[src/rtl/regfile_wr_arbiter.sv]
// ============================================================================
// regfile_wr_arbiter : round-robin arbiter for a register-bank write port,
//                      with a full-bank zero-fill sequence.        rev 1.0
// ============================================================================
`default_nettype none

module regfile_wr_arbiter #(
  parameter int NREQ     = 4,
  parameter int N        = 32,
  parameter int Bits     = 64,
  parameter int ZERO_REG = 1
) (
  input  logic                        clk,
  input  logic                        rst,
  input  logic [NREQ-1:0]             req_valid,
  input  logic [NREQ*$clog2(N)-1:0]   req_ptr,
  input  logic [NREQ*Bits-1:0]        req_data,
  output logic [NREQ-1:0]             req_ready,
  input  logic                        clear_start,
  output logic                        busy,
  output logic                        clear_done,
  output logic                        wr_en,
  output logic [$clog2(N)-1:0]        ptr_wr,
  output logic [Bits-1:0]             data_wr
);

  localparam int PW = $clog2(N);
  localparam int RW = (NREQ > 1) ? $clog2(NREQ) : 1;

  typedef enum logic [0:0] {
    RUN   = 1'b0,
    CLEAR = 1'b1
  } state_t;

  state_t          state_q, state_d;
  logic [PW-1:0]   cnt_q, cnt_d;
  logic [RW-1:0]   rr_q, rr_d;
  logic            wr_en_q, wr_en_d;
  logic [PW-1:0]   ptr_wr_q, ptr_wr_d;
  logic [Bits-1:0] data_wr_q, data_wr_d;
  logic            clear_done_q, clear_done_d;

  logic            grant_found;
  logic [RW-1:0]   grant_idx;
  logic            can_grant;
  logic            xfer;
  logic [PW-1:0]   grant_ptr;
  logic [Bits-1:0] grant_data;

  // Rotating priority search starting at rr.
  always_comb begin
    grant_found = 1'b0;
    grant_idx   = '0;
    for (int k = 0; k < NREQ; k++) begin
      if (!grant_found && req_valid[(int'(rr_q) + k) % NREQ]) begin
        grant_found = 1'b1;
        grant_idx   = RW'((int'(rr_q) + k) % NREQ);
      end
    end
  end

  assign can_grant  = rst && (state_q == RUN) && !clear_start;
  assign xfer       = can_grant && grant_found;
  assign grant_ptr  = req_ptr[int'(grant_idx)*PW +: PW];
  assign grant_data = req_data[int'(grant_idx)*Bits +: Bits];
  assign req_ready  = xfer ? (NREQ'(1) << grant_idx) : '0;

  always_comb begin
    state_d      = state_q;
    cnt_d        = cnt_q;
    rr_d         = rr_q;
    wr_en_d      = 1'b0;
    ptr_wr_d     = ptr_wr_q;
    data_wr_d    = data_wr_q;
    clear_done_d = 1'b0;
    case (state_q)
      RUN: begin
        if (clear_start) begin
          state_d = CLEAR;
          cnt_d   = '0;
        end else if (xfer) begin
          rr_d = (int'(grant_idx) == NREQ - 1) ? '0 : grant_idx + RW'(1);
          // Register-0 writes still handshake but never reach the bank.
          if (!((ZERO_REG != 0) && (grant_ptr == '0))) begin
            wr_en_d   = 1'b1;
            ptr_wr_d  = grant_ptr;
            data_wr_d = grant_data;
          end
        end
      end
      CLEAR: begin
        // Track the clear write so ptr/data hold it once back in RUN.
        ptr_wr_d  = cnt_q;
        data_wr_d = '0;
        cnt_d     = cnt_q + PW'(1);
        if (cnt_q == PW'(N - 1)) begin
          state_d      = RUN;
          clear_done_d = 1'b1;
        end
      end
      default: state_d = RUN;
    endcase
  end

  always_ff @(posedge clk or negedge rst) begin
    if (!rst) begin
      state_q      <= RUN;
      cnt_q        <= '0;
      rr_q         <= '0;
      wr_en_q      <= 1'b0;
      ptr_wr_q     <= '0;
      data_wr_q    <= '0;
      clear_done_q <= 1'b0;
    end else begin
      state_q      <= state_d;
      cnt_q        <= cnt_d;
      rr_q         <= rr_d;
      wr_en_q      <= wr_en_d;
      ptr_wr_q     <= ptr_wr_d;
      data_wr_q    <= data_wr_d;
      clear_done_q <= clear_done_d;
    end
  end

  // Clear writes come straight from the counter; RUN writes from the register stage.
  assign busy       = (state_q == CLEAR);
  assign wr_en      = busy | wr_en_q;
  assign ptr_wr     = busy ? cnt_q : ptr_wr_q;
  assign data_wr    = busy ? '0 : data_wr_q;
  assign clear_done = clear_done_q;

endmodule

`default_nettype wire

[config.mk]
export PLATFORM = sky130hd
export DESIGN_NAME = regfile_wr_arbiter
export DESIGN_NICKNAME = d
export VERILOG_FILES = /design/src/rtl/regfile_wr_arbiter.sv
export SDC_FILE = /design/constraint.sdc
export NUM_CORES = 1
export LEC_CHECK = 0
export BUFFER_PORTS_ARGS = -buffer_cell sky130_fd_sc_hd__buf_2
export CAP_MARGIN = 20
export CELL_PAD_IN_SITES_DETAIL_PLACEMENT = 0
export CELL_PAD_IN_SITES_GLOBAL_PLACEMENT = 1
export CORE_AREA = 2 2 108 188
export CTS_BUF_LIST = sky130_fd_sc_hd__clkbuf_2 sky130_fd_sc_hd__clkbuf_4 sky130_fd_sc_hd__clkbuf_8
export DETAILED_ROUTE_END_ITERATION = 6
export DIE_AREA = 0 0 110 190
export GPL_TIMING_DRIVEN = 1
export PLACE_DENSITY = 0.86
export SKIP_CTS_REPAIR_TIMING = 1
export SLEW_MARGIN = 10
export SYNTH_ARGS = -nofsm -noshare
export SYNTH_HDL_FRONTEND = slang
export SYNTH_SLANG_ARGS = --single-unit
export TNS_END_PERCENT = 5
[constraint.sdc]
create_clock -name clk -period 4.8 [get_ports clk]
set_clock_uncertainty 0.1 [all_clocks]
set_input_delay 0 -clock clk [delete_from_list [all_inputs] [get_ports clk]]
set_output_delay 0 -clock clk [all_outputs]
set_load 0.01 [all_outputs]
==> results of run 1 <==
[placed cells by master (no fill, tap or decap), types with 17 or more instances in the layout]
cell type	count
mux2_2	38
and3_1	93
o21ai_0	17
dfrtp_1	78
buf_2	357
a221o_1	27
nand3_1	21
nand2_1	271
nor2b_1	66
a31oi_1	64
[power by group through the flow]
| stage | Clock (W) | Sequential (W) | Combinational, W |
|---|---|---|---|
| floorplan | 0 | 0.000788 | 0.00109 |
| global placement | 0 | 0.000797 | 0.00160 |
| detailed placement | 0 | 0.000801 | 0.00161 |
| CTS | 0.000576 | 0.000788 | 0.00161 |
| global route | 0.000604 | 0.000799 | 0.00181 |
| finish | 0.000555 | 0.000787 | 0.00161 |
[critical path, delay by kind of cell, from the launching register on]
| family | cells | cell delay, ns |
|---|---|---|
| compound gates | 3 | 1.31 |
| buf+inv | 2 | 0.83 |
| flops | 1 | 0.44 |
| mux | 1 | 0.40 |
| simple gates | 3 | 0.54 |
[area by class of cell]
class	instances	area, um2
flip-flops and latches	79	1980
multi-input cells	659	3810
inverters	10	40.0
clock inverters	6	85.1
well taps	245	307
clock buffers	10	131
repair buffers	381	2000
fillers	2072	11100
diodes	1	2.50
[routing by layer]
layer  GRT usage [%]  part of all wire [%]  vias up
met5               0                     0        -
met3            3.80                   4.9       56
met1            25.4                    39     3275
met2            38.2                    52      265
li1                -                     -     3484
met4            10.5                   4.6        0
[state kept, by name, summed over array words and instances (netlist names)]
register    count
ptr_wr_q        5
rr_q            2
busy            1
clear_done      1
cnt_q           5
data_wr_q      64
wr_en_q         1
[per-stage QoR]
stage | worst slack (ns) | instance area (um2) | util [%] | hold WS (ns) | power, W
after floorplan | 2.17 | 6080 | - | -0.396 | 0.00188
after global placement | 1.07 | 8030 | 41.2 | 0.190 | 0.00239
after detailed placement | 1.02 | 8030 | 41.2 | 0.197 | 0.00241
after CTS | 1.00 | 8250 | 42.3 | -0.199 | 0.00298
after global routing | 0.688 | 8350 | 42.9 | 0.00278 | 0.00321
final | 1.00 | 8350 | 42.9 | -0.0132 | 0.00295
[logic make-up after synthesis]
kind of cell | count (synthesis) | synth area share, %
simple gates | 479 | 37.6
compound gates | 132 | 15.6
xor+xnor | 2 | 0.288
flops | 79 | 32.5
mux | 40 | 7.36
buf+inv | 81 | 5.39
fa+ha+maj | 6 | 1.23
[final timing paths]
path | startpoint | end | slack [ns] | cells after the start
setup / recovery | rr_q[1] | data_wr_q[38] | 1.00 | 9
hold / removal | req_data[115] | data_wr_q[51] | -0.01 | 4
setup reg to reg | rr_q[1] | data_wr_q[38] | 1.00 | 9
hold reg to reg | ptr_wr_q[3] | ptr_wr_q[3] | 0.44 | 2
max in group asynchronous | rst | data_wr_q[8] | 3.82 | 4
min in group asynchronous | rst | cnt_q[4] | 0.15 | 3
==> run metrics, run 1 <==
Async S/R FF share, synth 100%; vias in the first global route 6923; area grow syn2layout 37.3%; Avg Synthesized Cell Area 7.43 um2; via count 7080; gr usage total 21.9%; WL/cell 16.8 um; top post-synthesis cells by count 271 x nand2_1, 93 x and3_1, 79 x dfrtp_1; Internal 0.00164 W; number of flops mapped to enable cells by yosys 0; failing checks negative hold slack; initial core utilization 31.2%; DRT antenna net count 0; worst-path cell chain and2_1 -> o211ai_1 -> nand3_1 -> nand3_1 -> a22oi_2 -> buf_4 -> a21oi_4 -> buf_4 -> mux2_2; Slew @ Worst Pin 0.986 ns; peak supply drop 328 uV; Die Height 190 um; cells after synthesis 819; Cell Area, Synth 6080 um2; 1st-iter DRT viols 331; Fin. Hold Viols 10; RD Place Congestion 0.980; Worst-path clk slew 0.10 ns; total die area 20900 um2; CTS Buffer Depth 2; Yosys reg bits 79; P per Cell Area 354 nW/um2; Primary FF master, synth dfrtp_1; cell leakage power 4.62 nW; post-synthesis sequential area ratio 32.5%; CTS tree done; GR Overflow Total 0; Peak Freq 263 MHz; core area 19500 um2; slowest CP cell o211ai_1; most common cell in the netlist nand2_1; Critical Path AT 3.93 ns; max-slew violations 0; largest cells by area after synthesis dfrtp_1 32%, nand2_1 17%, and3_1 9.6%; top-area cell type share of the netlist area 32.5%; Top Ports 359; Finished Layout Cells 1391; RSZ-0062 raised after global routing no; post-DP HPWL 17700 um; Port Buffers 358; status finished, violations left; startpoint types flip-flop; initial antenna violation count 1; Root Buffer clkbuf_8; Clk pwr share 18.8%; Syn. warnings 0; min Tclk post-route 3.80 ns; layout cells sized above 1 38.3%; hold crit path type primary input to flip-flop; Core Rows 68; Nets 1429; CTS H-tree lvls 3; DR DRC count 0; max incr delay on CP 0.64 ns; max cap viols 0; largest net degree at the start of global routing 95; Switching Share 44.5%; Synth area leader dfrtp_1; synthesized net count 1108; DR vias/cell 5.09; Logic pwr share 54.5%; final setup vio count 0; TNS Setup 0 ns; first-pass GRT wire length 35700 um; Inst Count DP 1365; crit path max fanout 49; Crit Path Class flip-flop to flip-flop; Clock Latency Late Sink 0.35 ns; cts bufs inserted 9; final hold slack -0.0132 ns; Tcrit/Tclk final 79.1%; Detailed Route WL 23400 um; clk sinks 79; P_sw 0.00131 W; Synth cell types 41; Worst EP required 4.93 ns; Die W 110 um; Setup crit end kind flip-flop; Rel. slew slack 34.3%; Reg power frac 26.7%; TritonRoute pass-1 iters 4
(Power assumes the default switching activity.)
==> run 2, diff against run 1 <==
Settings changed: CORE_AREA 2 2 108 188 to 2 2 109 191, DIE_AREA 0 0 110 190 to 0 0 111 193, PLACE_DENSITY 0.86 to 0.84.
Clock period 4.8 ns to 3.5 ns, I/O delays scaled along.
==> run metrics, run 2 (synthesis results as in run 1) <==
status finished, violations left; failing checks negative hold slack; max cap viols 0; fillers 2122; clk sinks 79; Nets 1441; vias in the first global route 6921; Hold Path Sink data_wr_q[22]; Core Rows 69; CTS tree done; TNS Setup 0 ns; Port Buffers 358; WL/cell 17.5 um; Worst-path clk slew 0.09 ns; Setup WS post-layout 0.405 ns; Slew @ Worst Pin 0.920 ns; Peak Freq 323 MHz; cell leakage power 4.68 nW; crit path max fanout 26; Hold Path Origin req_data[214]; TritonRoute pass-1 iters 5; Biggest register data_wr_q; Detailed Route WL 24600 um; gr usage total 21.9%; Die W 111 um; commonest non-fill, non-tap cell in the layout buf_2; Clock Latency Late Sink 0.37 ns; r2r worst-path depth 10; min Tclk post-route 3.09 ns; layout cells sized above 1 38.0%; max-slew violations 0; final setup vio count 0; DR DRC count 0; RSZ-0062 raised after global routing no; Top Ports 359; largest net degree at the start of global routing 69; hold crit path type primary input to flip-flop; final hold slack -0.0309 ns; post-DP HPWL 19000 um; RR Startpoint rr_q[1]; biggest regs data_wr_q: 64 flops, cnt_q: 5 flops, ptr_wr_q: 5 flops; core area 19900 um2; Finished Layout Cells 1405; 1st-iter DRT viols 324; Critical Path AT 3.26 ns; cts bufs inserted 9; R2R Setup Slk 0.41 ns; Inst Count DP 1371; Die Height 193 um; area grow syn2layout 39.8%; most frequent cells in the layout 357 x buf_2, 271 x nand2_1, 93 x and3_1; RD Place Congestion 0.993; Root Buffer clkbuf_8; CTS H-tree lvls 3; Rel. slew slack 37.9%; peak supply drop 317 uV; Tcrit/Tclk final 88.4%; initial core utilization 30.5%; DRT antenna net count 0; Setup crit end kind flip-flop; reg2reg end data_wr_q[32]; Core Util, Final 42.7%; max reg flops 64; antenna cells 0; DR vias/cell 5.10; Final Total Pwr 0.00416 W; first-pass GRT wire length 37000 um; initial antenna violation count 0; worst slack at placement 0.579 ns; GR Overflow Total 0; Worst EP required 3.66 ns; via count 7170; Crit Path Class flip-flop to flip-flop; hold depth 4; Fin. Hold Viols 20; startpoint types flip-flop; total die area 21400 um2; CTS Buffer Depth 2; P per Cell Area 489 nW/um2
[run 2: cell types whose count changed in the layout (fill, tap and decap cells not counted), sizes merged]
cell         before  now
buf             373  375
bufinv            2    1
clkbuf           10    9
clkinvlp          2    1
diode             1    0
dlygate4sd3       8   18
inv              10   13
[run 2: power breakdown]
group          switching (W)  internal (W)  total, W
clock network       0.000393      0.000340  0.000732
registers           0.000118       0.00101   0.00113
logic                0.00140      0.000897   0.00229
[run 2: metal layers]
metal / vias up / GRT usage, % / part of all wire (%)
met5: - / 0 / 0
met4: 0 / 10.9 / 4.4
met3: 56 / 3.41 / 4.8
met2: 283 / 39.8 / 53
met1: 3319 / 24.8 / 38
li1: 3512 / - / -
[run 2: layout make-up]
type                    count  area, um2  area share [%]
clock buffers               9        124            1.46
inverters                  10       40.0           0.471
repair buffers            393       2160            25.4
well taps                 248        310            3.65
multi-input cells         659       3810            44.7
clock inverters             7       80.1           0.941
flip-flops and latches     79       1980            23.3
[run 2: worst max path at each step]
| stage | end | from |
|---|---|---|
| 2_1_floorplan | data_wr_q[57] | rr_q[1] |
| 3_3_place_gp | data_wr_q[0] | rr_q[1] |
| 3_5_place_dp | data_wr_q[62] | rr_q[1] |
| 4_1_cts | data_wr_q[59] | rr_q[1] |
| 5_1_grt | data_wr_q[32] | rr_q[1] |
| 6_report | data_wr_q[32] | rr_q[1] |
[run 2: worst max-delay path: stages, from the launching register on]
cell	delay, ns
dfrtp_1	0.43
and2_1	0.20
o211a_1	0.36
nor2_4	0.28
inv_4	0.17
buf_4	0.27
nand2_1	0.09
and3_1	0.17
a31oi_1	0.05
dlygate4sd3_1	0.60
mux2_2	0.27
[run 2: per-stage QoR]
step	hold slack [ns]	area, um2
floorplan	-0.396	6080
global placement	-0.119	8120
detailed placement	-0.114	8120
CTS	-0.527	8330
global route	0.000746	8510
finish	-0.0309	8510
